===== config.mk =====
export PLATFORM = sky130hd
export DESIGN_NAME = exec_hazard_ctrl
export DESIGN_NICKNAME = d
export VERILOG_FILES = /design/src/rtl/exec_ctrl_pkg.sv /design/src/rtl/exec_hazard_ctrl_fwd_select.sv /design/src/rtl/exec_hazard_ctrl.sv
export SDC_FILE = /design/constraint.sdc
export NUM_CORES = 1
export LEC_CHECK = 0
export BUFFER_PORTS_ARGS = -buffer_cell sky130_fd_sc_hd__buf_2
export CORE_ASPECT_RATIO = 1.5
export CORE_MARGIN = 2
export CORE_UTILIZATION = 53
export DETAILED_ROUTE_END_ITERATION = 8
export PLACE_DENSITY = 0.77
export SYNTH_ARGS = -nofsm -noshare
export SYNTH_HDL_FRONTEND = slang
export SYNTH_HIERARCHICAL = 1
export SYNTH_SLANG_ARGS = --single-unit

===== constraint.sdc =====
create_clock -name clk -period 2.75 [get_ports clk]
set_clock_uncertainty 0.05 [all_clocks]
set_input_delay 0.1375 -clock clk [delete_from_list [all_inputs] [get_ports clk]]
set_output_delay 0.1375 -clock clk [all_outputs]
set_load 0.01 [all_outputs]

===== src/rtl/exec_ctrl_pkg.sv =====
// Shared types for the execute-stage hazard controller: pipeline slot record,
// forwarding-source encoding and controller FSM states.
package exec_ctrl_pkg;

    localparam int unsigned REG_W  = 5;
    localparam int unsigned SRC_W  = 2;
    localparam int unsigned CNT_W  = 3;
    localparam int unsigned PERF_W = 16;

    typedef struct packed {
        logic             valid;
        logic [REG_W-1:0] rd;
        logic             reg_we;
        logic             load;
    } slot_t;

    typedef enum logic [SRC_W-1:0] {
        FWD_REG = 2'd0,
        FWD_EX  = 2'd1,
        FWD_MEM = 2'd2
    } fwd_src_e;

    typedef enum logic {
        S_RUN   = 1'b0,
        S_FLUSH = 1'b1
    } ctrl_state_e;

    localparam slot_t SLOT_BUBBLE = '0;

    // True when slot s produces register r; x0 and non-writing slots never match.
    // load_ok=0 rejects a load whose data is not yet available in that slot.
    function automatic logic slot_fwd_hit(input slot_t s, input logic [REG_W-1:0] r,
                                          input logic load_ok);
        return s.valid && s.reg_we && (s.rd != '0) && (s.rd == r) && (load_ok || !s.load);
    endfunction

endpackage


===== src/rtl/exec_hazard_ctrl_fwd_select.sv =====
// Per-operand forwarding select and load-use detection against the EX/MEM slots.
module fwd_select
    import exec_ctrl_pkg::*;
(
    input  logic [REG_W-1:0] rs,
    input  logic             rs_used,
    input  slot_t            ex_slot,
    input  slot_t            mem_slot,
    output fwd_src_e         src,
    output logic             load_hit
);

    // Younger producer (EX) wins over older (MEM).
    always_comb begin
        src      = FWD_REG;
        load_hit = 1'b0;
        if (rs_used) begin
            if (slot_fwd_hit(ex_slot, rs, 1'b0)) begin
                src = FWD_EX;
            end else if (slot_fwd_hit(mem_slot, rs, 1'b1)) begin
                src = FWD_MEM;
            end
            load_hit = ex_slot.load && slot_fwd_hit(ex_slot, rs, 1'b1);
        end
    end

endmodule


===== src/rtl/exec_hazard_ctrl.sv =====
// Execute-stage sequencer: tracks EX/MEM destination slots, drives operand
// forwarding, load-use stall, memory back-pressure freeze and post-branch flush.
module exec_hazard_ctrl
    import exec_ctrl_pkg::*;
#(
    parameter int unsigned FLUSH_CYCLES = 3,
    parameter int unsigned XLEN_REGS    = 32
) (
    input  logic                                clk,
    input  logic                                reset,
    input  logic                                dec_valid,
    input  logic [$clog2(XLEN_REGS)-1:0]        dec_rs1,
    input  logic                                dec_rs1_used,
    input  logic [$clog2(XLEN_REGS)-1:0]        dec_rs2,
    input  logic                                dec_rs2_used,
    input  logic [$clog2(XLEN_REGS)-1:0]        dec_rd,
    input  logic                                dec_reg_we,
    input  logic                                dec_load,
    input  logic                                br_taken,
    input  logic                                mem_busy,
    output logic [SRC_W-1:0]                    alu_a_src,
    output logic [SRC_W-1:0]                    alu_b_src,
    output logic                                stall,
    output logic                                flush,
    output logic                                issue,
    output logic [PERF_W-1:0]                   hazard_cnt
);

    ctrl_state_e      state, state_nxt;
    logic [CNT_W-1:0] cnt, cnt_nxt;
    slot_t            ex_slot, mem_slot, dec_slot;
    fwd_src_e         src_a, src_b;
    logic             hit_a, hit_b;
    logic             load_use;

    fwd_select u_fwd_a (
        .rs       (dec_rs1),
        .rs_used  (dec_rs1_used),
        .ex_slot  (ex_slot),
        .mem_slot (mem_slot),
        .src      (src_a),
        .load_hit (hit_a)
    );

    fwd_select u_fwd_b (
        .rs       (dec_rs2),
        .rs_used  (dec_rs2_used),
        .ex_slot  (ex_slot),
        .mem_slot (mem_slot),
        .src      (src_b),
        .load_hit (hit_b)
    );

    assign alu_a_src = SRC_W'(src_a);
    assign alu_b_src = SRC_W'(src_b);

    // Load-use only matters while issuing; in FLUSH the decode slot is killed anyway.
    assign load_use = dec_valid && (state == S_RUN) && (hit_a || hit_b);
    assign flush    = (state == S_FLUSH);
    assign stall    = reset && (mem_busy || load_use);
    assign issue    = reset && dec_valid && !stall && !flush && (state == S_RUN);

    always_comb begin
        dec_slot        = SLOT_BUBBLE;
        dec_slot.valid  = 1'b1;
        dec_slot.rd     = dec_rd;
        dec_slot.reg_we = dec_reg_we;
        dec_slot.load   = dec_load;
    end

    always_ff @(posedge clk or negedge reset) begin
        if (!reset) begin
            state <= S_RUN;
            cnt   <= '0;
        end else begin
            state <= state_nxt;
            cnt   <= cnt_nxt;
        end
    end

    // Redirect reloads the dead window from any state; back-pressure freezes the countdown.
    always_comb begin
        state_nxt = state;
        cnt_nxt   = cnt;
        if (br_taken) begin
            state_nxt = S_FLUSH;
            cnt_nxt   = CNT_W'(FLUSH_CYCLES - 1);
        end else if (!mem_busy && (state == S_FLUSH)) begin
            if (cnt == '0) begin
                state_nxt = S_RUN;
            end else begin
                cnt_nxt = cnt - CNT_W'(1);
            end
        end
    end

    always_ff @(posedge clk or negedge reset) begin
        if (!reset) begin
            ex_slot    <= SLOT_BUBBLE;
            mem_slot   <= SLOT_BUBBLE;
            hazard_cnt <= '0;
        end else begin
            if (!mem_busy) begin
                mem_slot <= ex_slot;
                ex_slot  <= issue ? dec_slot : SLOT_BUBBLE;
            end
            if (load_use && !mem_busy && (hazard_cnt != '1)) begin
                hazard_cnt <= hazard_cnt + PERF_W'(1);
            end
        end
    end

endmodule


==> results_dict.tcl, run 1 <==
set metrics [dict create \
    status "finished, final reports clean" \
    tns_ns 0 \
    path_cells "or4_1 -> nor2_1 -> nor4_2 -> nor2_1 -> buf_4 -> nor2_1 -> o21a_1 -> buf_2" \
    fin_nets 268 \
    vdd_drop_max_mv 0.325 \
    root_buffer "clkbuf_8" \
    place_congestion 0.833 \
    final_common_cell "buf_2" \
    start_util 0.561 \
    cp_data_required_time_ns 2.56 \
    finalCriticalPeriod_ns 2.60 \
    die_area_um2 4160 \
    vias 1625 \
    path_class "flop to output pin" \
    grt_pass1_vias 1583 \
    port_buffers 46 \
    wl_per_cell_um 15.8 \
    multi_input_area_um2 1040 \
    path_clk_slew_ns 0.07 \
    timing.fmax_ghz 0.384 \
    dp_hpwl_um 3440 \
    grt-ovfl-total 0 \
    critPathMostFrequentCell "nor2_1" \
    layout_common_cells "buf_2 (46), dfrtp_1 (35), xnor2_1 (24)" \
    synthCells 184 \
    maxSlewViolCount 0 \
    htreeDepth 2 \
    hold_violations 0 \
    yosys_warnings 6 \
    io_pins 47 \
    cts_tree "done" \
    cp_slowest_cell "or4_1" \
    regArea_um2 876 \
    cp-end-kind "output pin" \
    max_cap_viol_count 0 \
    insertion_delay_ns 0.28 \
    cts_buffers 5 \
    p_leak_nw 1.12 \
    worst_hold_slack_ns 0.0145 \
    die_height_um 78.0 \
    syn_area_per_cell_um2 10.5 \
    critPathMaxFanout 6 \
    hold_path_class "input pin to flop" \
    track_usage 0.231 \
    critPathTopFamily "simple AND/OR/NAND/NOR gates" \
    synth_nets 211 \
    cp-start-kind "flop" \
    remaining_drc_errors 0 \
    fp.dieW_um 53.3 \
    fin_crit_sh 0.946 \
    max_stage_delay_ns 0.56 \
    timing.final.ws_setup_ns 0.149 \
    antenna_left 0 \
    rows 26 \
    area.growth.synth_to_final_pct 21.6 \
    grt_pass1_wl_um 7070 \
    core_um2 3450 \
    rsz0062_at_grt "false" \
    nFillCells 291 \
    clockBufferDepth 2 \
    critPathBufInv 2 \
    via_per_inst 5.74 \
    final-setup-viol-count 0 \
    dr.pass1.iters 4 \
    syn_area_um2 1940 \
    powerDensity_nw_per_um2 437 \
    diodes 0 \
    drtIter0Drc 39 \
    antenna_found_initial 0 \
    grt_max_degree 26 \
    pre_cts_slack_ns 0.159 \
    maxSlewHeadroom 0.590 \
    drt_wl_total_um 4470 \
    drive_gt1_frac 0.307 \
    tightest_slew_ns 0.614 \
    clock-sinks 35 \
    arrival_ns 2.41 \
]
## metal layers
layer / global-route usage / up-vias / routed length (um)
met5: 0 / - / 0
met1: 0.269 / 787 / 1740
met4: 0.0615 / 0 / 55
li1: - / 787 / -
met2: 0.414 / 46 / 2400
met3: 0.0494 / 5 / 267
## worst paths after layout
kind / from / end / slack, ns / depth (start not counted)
setup / recovery: ex_slot[3] / stall / 0.15 / 8
hold / removal: dec_rd[0] / ex_slot[2] / 0.01 / 2
setup reg to reg: ex_slot[5] / hazard_cnt[1] / 0.16 / 8
hold reg to reg: flush / flush / 0.46 / 1
max in group asynchronous: reset / hazard_cnt[13] / 1.82 / 3
min in group asynchronous: reset / ex_slot[7] / 0.22 / 2
## power by group
group / internal [mW] / switching [mW]
clock: 0.196 / 0.175
combinational: 0.0531 / 0.0646
sequential: 0.528 / 0.0106
total: 0.778 / 0.250
## sequential cells by signal (all words and copies together) (netlist names)
signal and count:
cnt 3, ex_slot 8, flush 1, hazard_cnt 16, mem_slot 7
## stage by stage
stage,power (mW),cell area [um^2],util,std cells
after floorplan,0.612,1940,-,184
after global placement,0.661,2240,0.649,274
after detailed placement,0.664,2240,0.649,274
after CTS,1.04,2350,0.681,283
after global routing,1.08,2350,0.683,283
final,1.03,2350,0.683,283
## final cells by class
class | instances | area share
Inverter | 5 | 0.00797
Sequential cell | 35 | 0.372
Timing Repair Buffer | 52 | 0.119
Multi-Input combinational cell | 142 | 0.441
Tap cell | 42 | 0.0223
Clock inverter | 1 | 0.00213
Clock buffer | 6 | 0.0351
## repair_timing
item / 4_1_cts / 5_1_grt
endpoints found under the setup margin: 0 / 2
hold buffers: 2 / 0
setup buffers: 0 / 0
resized for setup: 0 / 1
hold endpoints to repair: 11 / 0
Power figures use the tool's default switching activity.
==> run 2: changes to the inputs <==
Clock period 2.75 ns to 2.7 ns, I/O delays scaled along.
==> run 2 against run 1 <==
Against the previous run: count of clock-buffer cells in the layout did not move; power rose by 1.9%; global-route usage did not move; via count rose by 0.92%; register-to-register slack barely moved; sequential cell count did not move; highest routed layer unchanged; cell count did not move; non-clock buffer count did not move; critical endpoint is now hazard_cnt[1]; sequential power rose by 2%; combinational power barely moved.
==> results_dict.tcl, run 2 (synthesis gave the netlist of run 1 again) <==
set metrics [dict create \
    status "finished, final reports clean" \
    hold_path_class "input pin to flop" \
    multi_input_area_um2 1040 \
    grt_max_degree 26 \
    tns_ns 0 \
    hold_violations 0 \
    maxSlewHeadroom 0.562 \
    antenna_found_initial 0 \
    port_buffers 46 \
    rsz0062_at_grt "false" \
    powerDensity_nw_per_um2 444 \
    nFillCells 292 \
    diodes 0 \
    antenna_left 0 \
    largest_reg_flops 16 \
    layout_common_cells "buf_2 (46), dfrtp_1 (35), xnor2_1 (24)" \
    track_usage 0.231 \
    timing.fmax_ghz 0.392 \
    reg.largest.list "hazard_cnt (16), ex_slot (8), mem_slot (7)" \
    core_um2 3450 \
    fin_crit_sh 0.945 \
    cp-end-kind "flop" \
    clockBufferDepth 2 \
    path_clk_slew_ns 0.07 \
    cts_setup_buffers 0 \
    htreeDepth 2 \
    drt_wl_total_um 4480 \
    placed_cell_area_um2 2240 \
    grt_pass1_wl_um 7070 \
    maxSlewViolCount 0 \
    dp_hpwl_um 3440 \
    finalCriticalPeriod_ns 2.55 \
    vias 1640 \
    area.growth.synth_to_final_pct 21.8 \
    drtIter0Drc 38 \
    place_congestion 0.833 \
    critPathMaxFanout 6 \
    cp-start-kind "flop" \
    post-route-util 0.684 \
    remaining_drc_errors 0 \
    grt-ovfl-total 0 \
    final-setup-viol-count 0 \
    crit_start "ex_slot[5]" \
    io_pins 47 \
    root_buffer "clkbuf_8" \
    wl_per_cell_um 15.8 \
    r2r-start "ex_slot[5]" \
    via_per_inst 5.80 \
    cp_data_required_time_ns 2.82 \
    cts_buffers 5 \
    tightest_slew_ns 0.652 \
    arrival_ns 2.67 \
    insertion_delay_ns 0.28 \
    dr.pass1.iters 4 \
    max_cap_viol_count 0 \
    grt_pass1_vias 1583 \
    power_mw 1.05 \
    regMostFlops "hazard_cnt" \
    rows 26 \
    final_area_um2 2360 \
    path_class "flop to flop" \
    final_common_cell "buf_2" \
    fp.dieW_um 53.3 \
    min_from "dec_rd[0]" \
    die_area_um2 4160 \
    clock-sinks 35 \
    p_leak_nw 1.12 \
    regArea_um2 876 \
    start_util 0.561 \
    fin_nets 268 \
    drive_gt1_frac 0.315 \
    vdd_drop_max_mv 0.331 \
    cts_tree "done" \
    die_height_um 78.0 \
]
[run 2: critical path: stages (launching register included)]
cell and delay [ns]:
dfrtp_1 0.44, xnor2_1 0.18, nand2_1 0.07, a2111o_1 0.35, nor4_2 0.33, nor2_2 0.11, or3_1 0.41, nor2_2 0.15
mux2_2 0.35
[run 2: where the power goes]
part	internal, mW	switching [mW]	leakage (nW)	total [mW]
Combinational	0.0541	0.0659	0.597	0.120
Clock	0.200	0.178	0.0470	0.378
Sequential	0.538	0.0108	0.478	0.549
[run 2: layout make-up]
| cell class | instances | area share |
|---|---|---|
| Multi-Input combinational cell | 142 | 0.442 |
| Timing Repair Buffer | 52 | 0.119 |
| Clock inverter | 1 | 0.00212 |
| Tap cell | 42 | 0.0223 |
| Clock buffer | 6 | 0.0350 |
| Inverter | 5 | 0.00796 |
| Sequential cell | 35 | 0.371 |
[run 2: path summary, 6_finish.rpt]
check / to / slack [ns] / cells after the start
hold reg to reg: flush / 0.46 / 1
setup reg to reg: hazard_cnt[1] / 0.15 / 8
max in group asynchronous: hazard_cnt[13] / 1.78 / 3
min in group asynchronous: ex_slot[7] / 0.22 / 2
setup / recovery: hazard_cnt[1] / 0.15 / 8
hold / removal: ex_slot[2] / 0.01 / 2
[run 2: per-layer routing]
metal	vias to the layer above	GRT usage	share of wire
li1	787	-	-
met4	0	0.0615	0.016
met2	51	0.414	0.53
met3	9	0.0494	0.058
met5	-	0	0
met1	793	0.269	0.39
[run 2: timing repair]
action | 4_1_cts | 5_1_grt
hold buffers | 2 | 0
setup endpoints to repair | 0 | 4
gates resized for setup | 0 | 3
hold endpoints to repair | 12 | 0
[run 2: per-stage QoR]
step                      std cells  hold slack [ns]  setup slack (ns)
after floorplan                 184           -0.211             0.291
after detailed placement        274          -0.0119             0.109
after global routing            283           0.0116           0.00864
after global placement          274          -0.0131             0.197
after CTS                       283          0.00829            0.0980
final                           283           0.0122             0.149
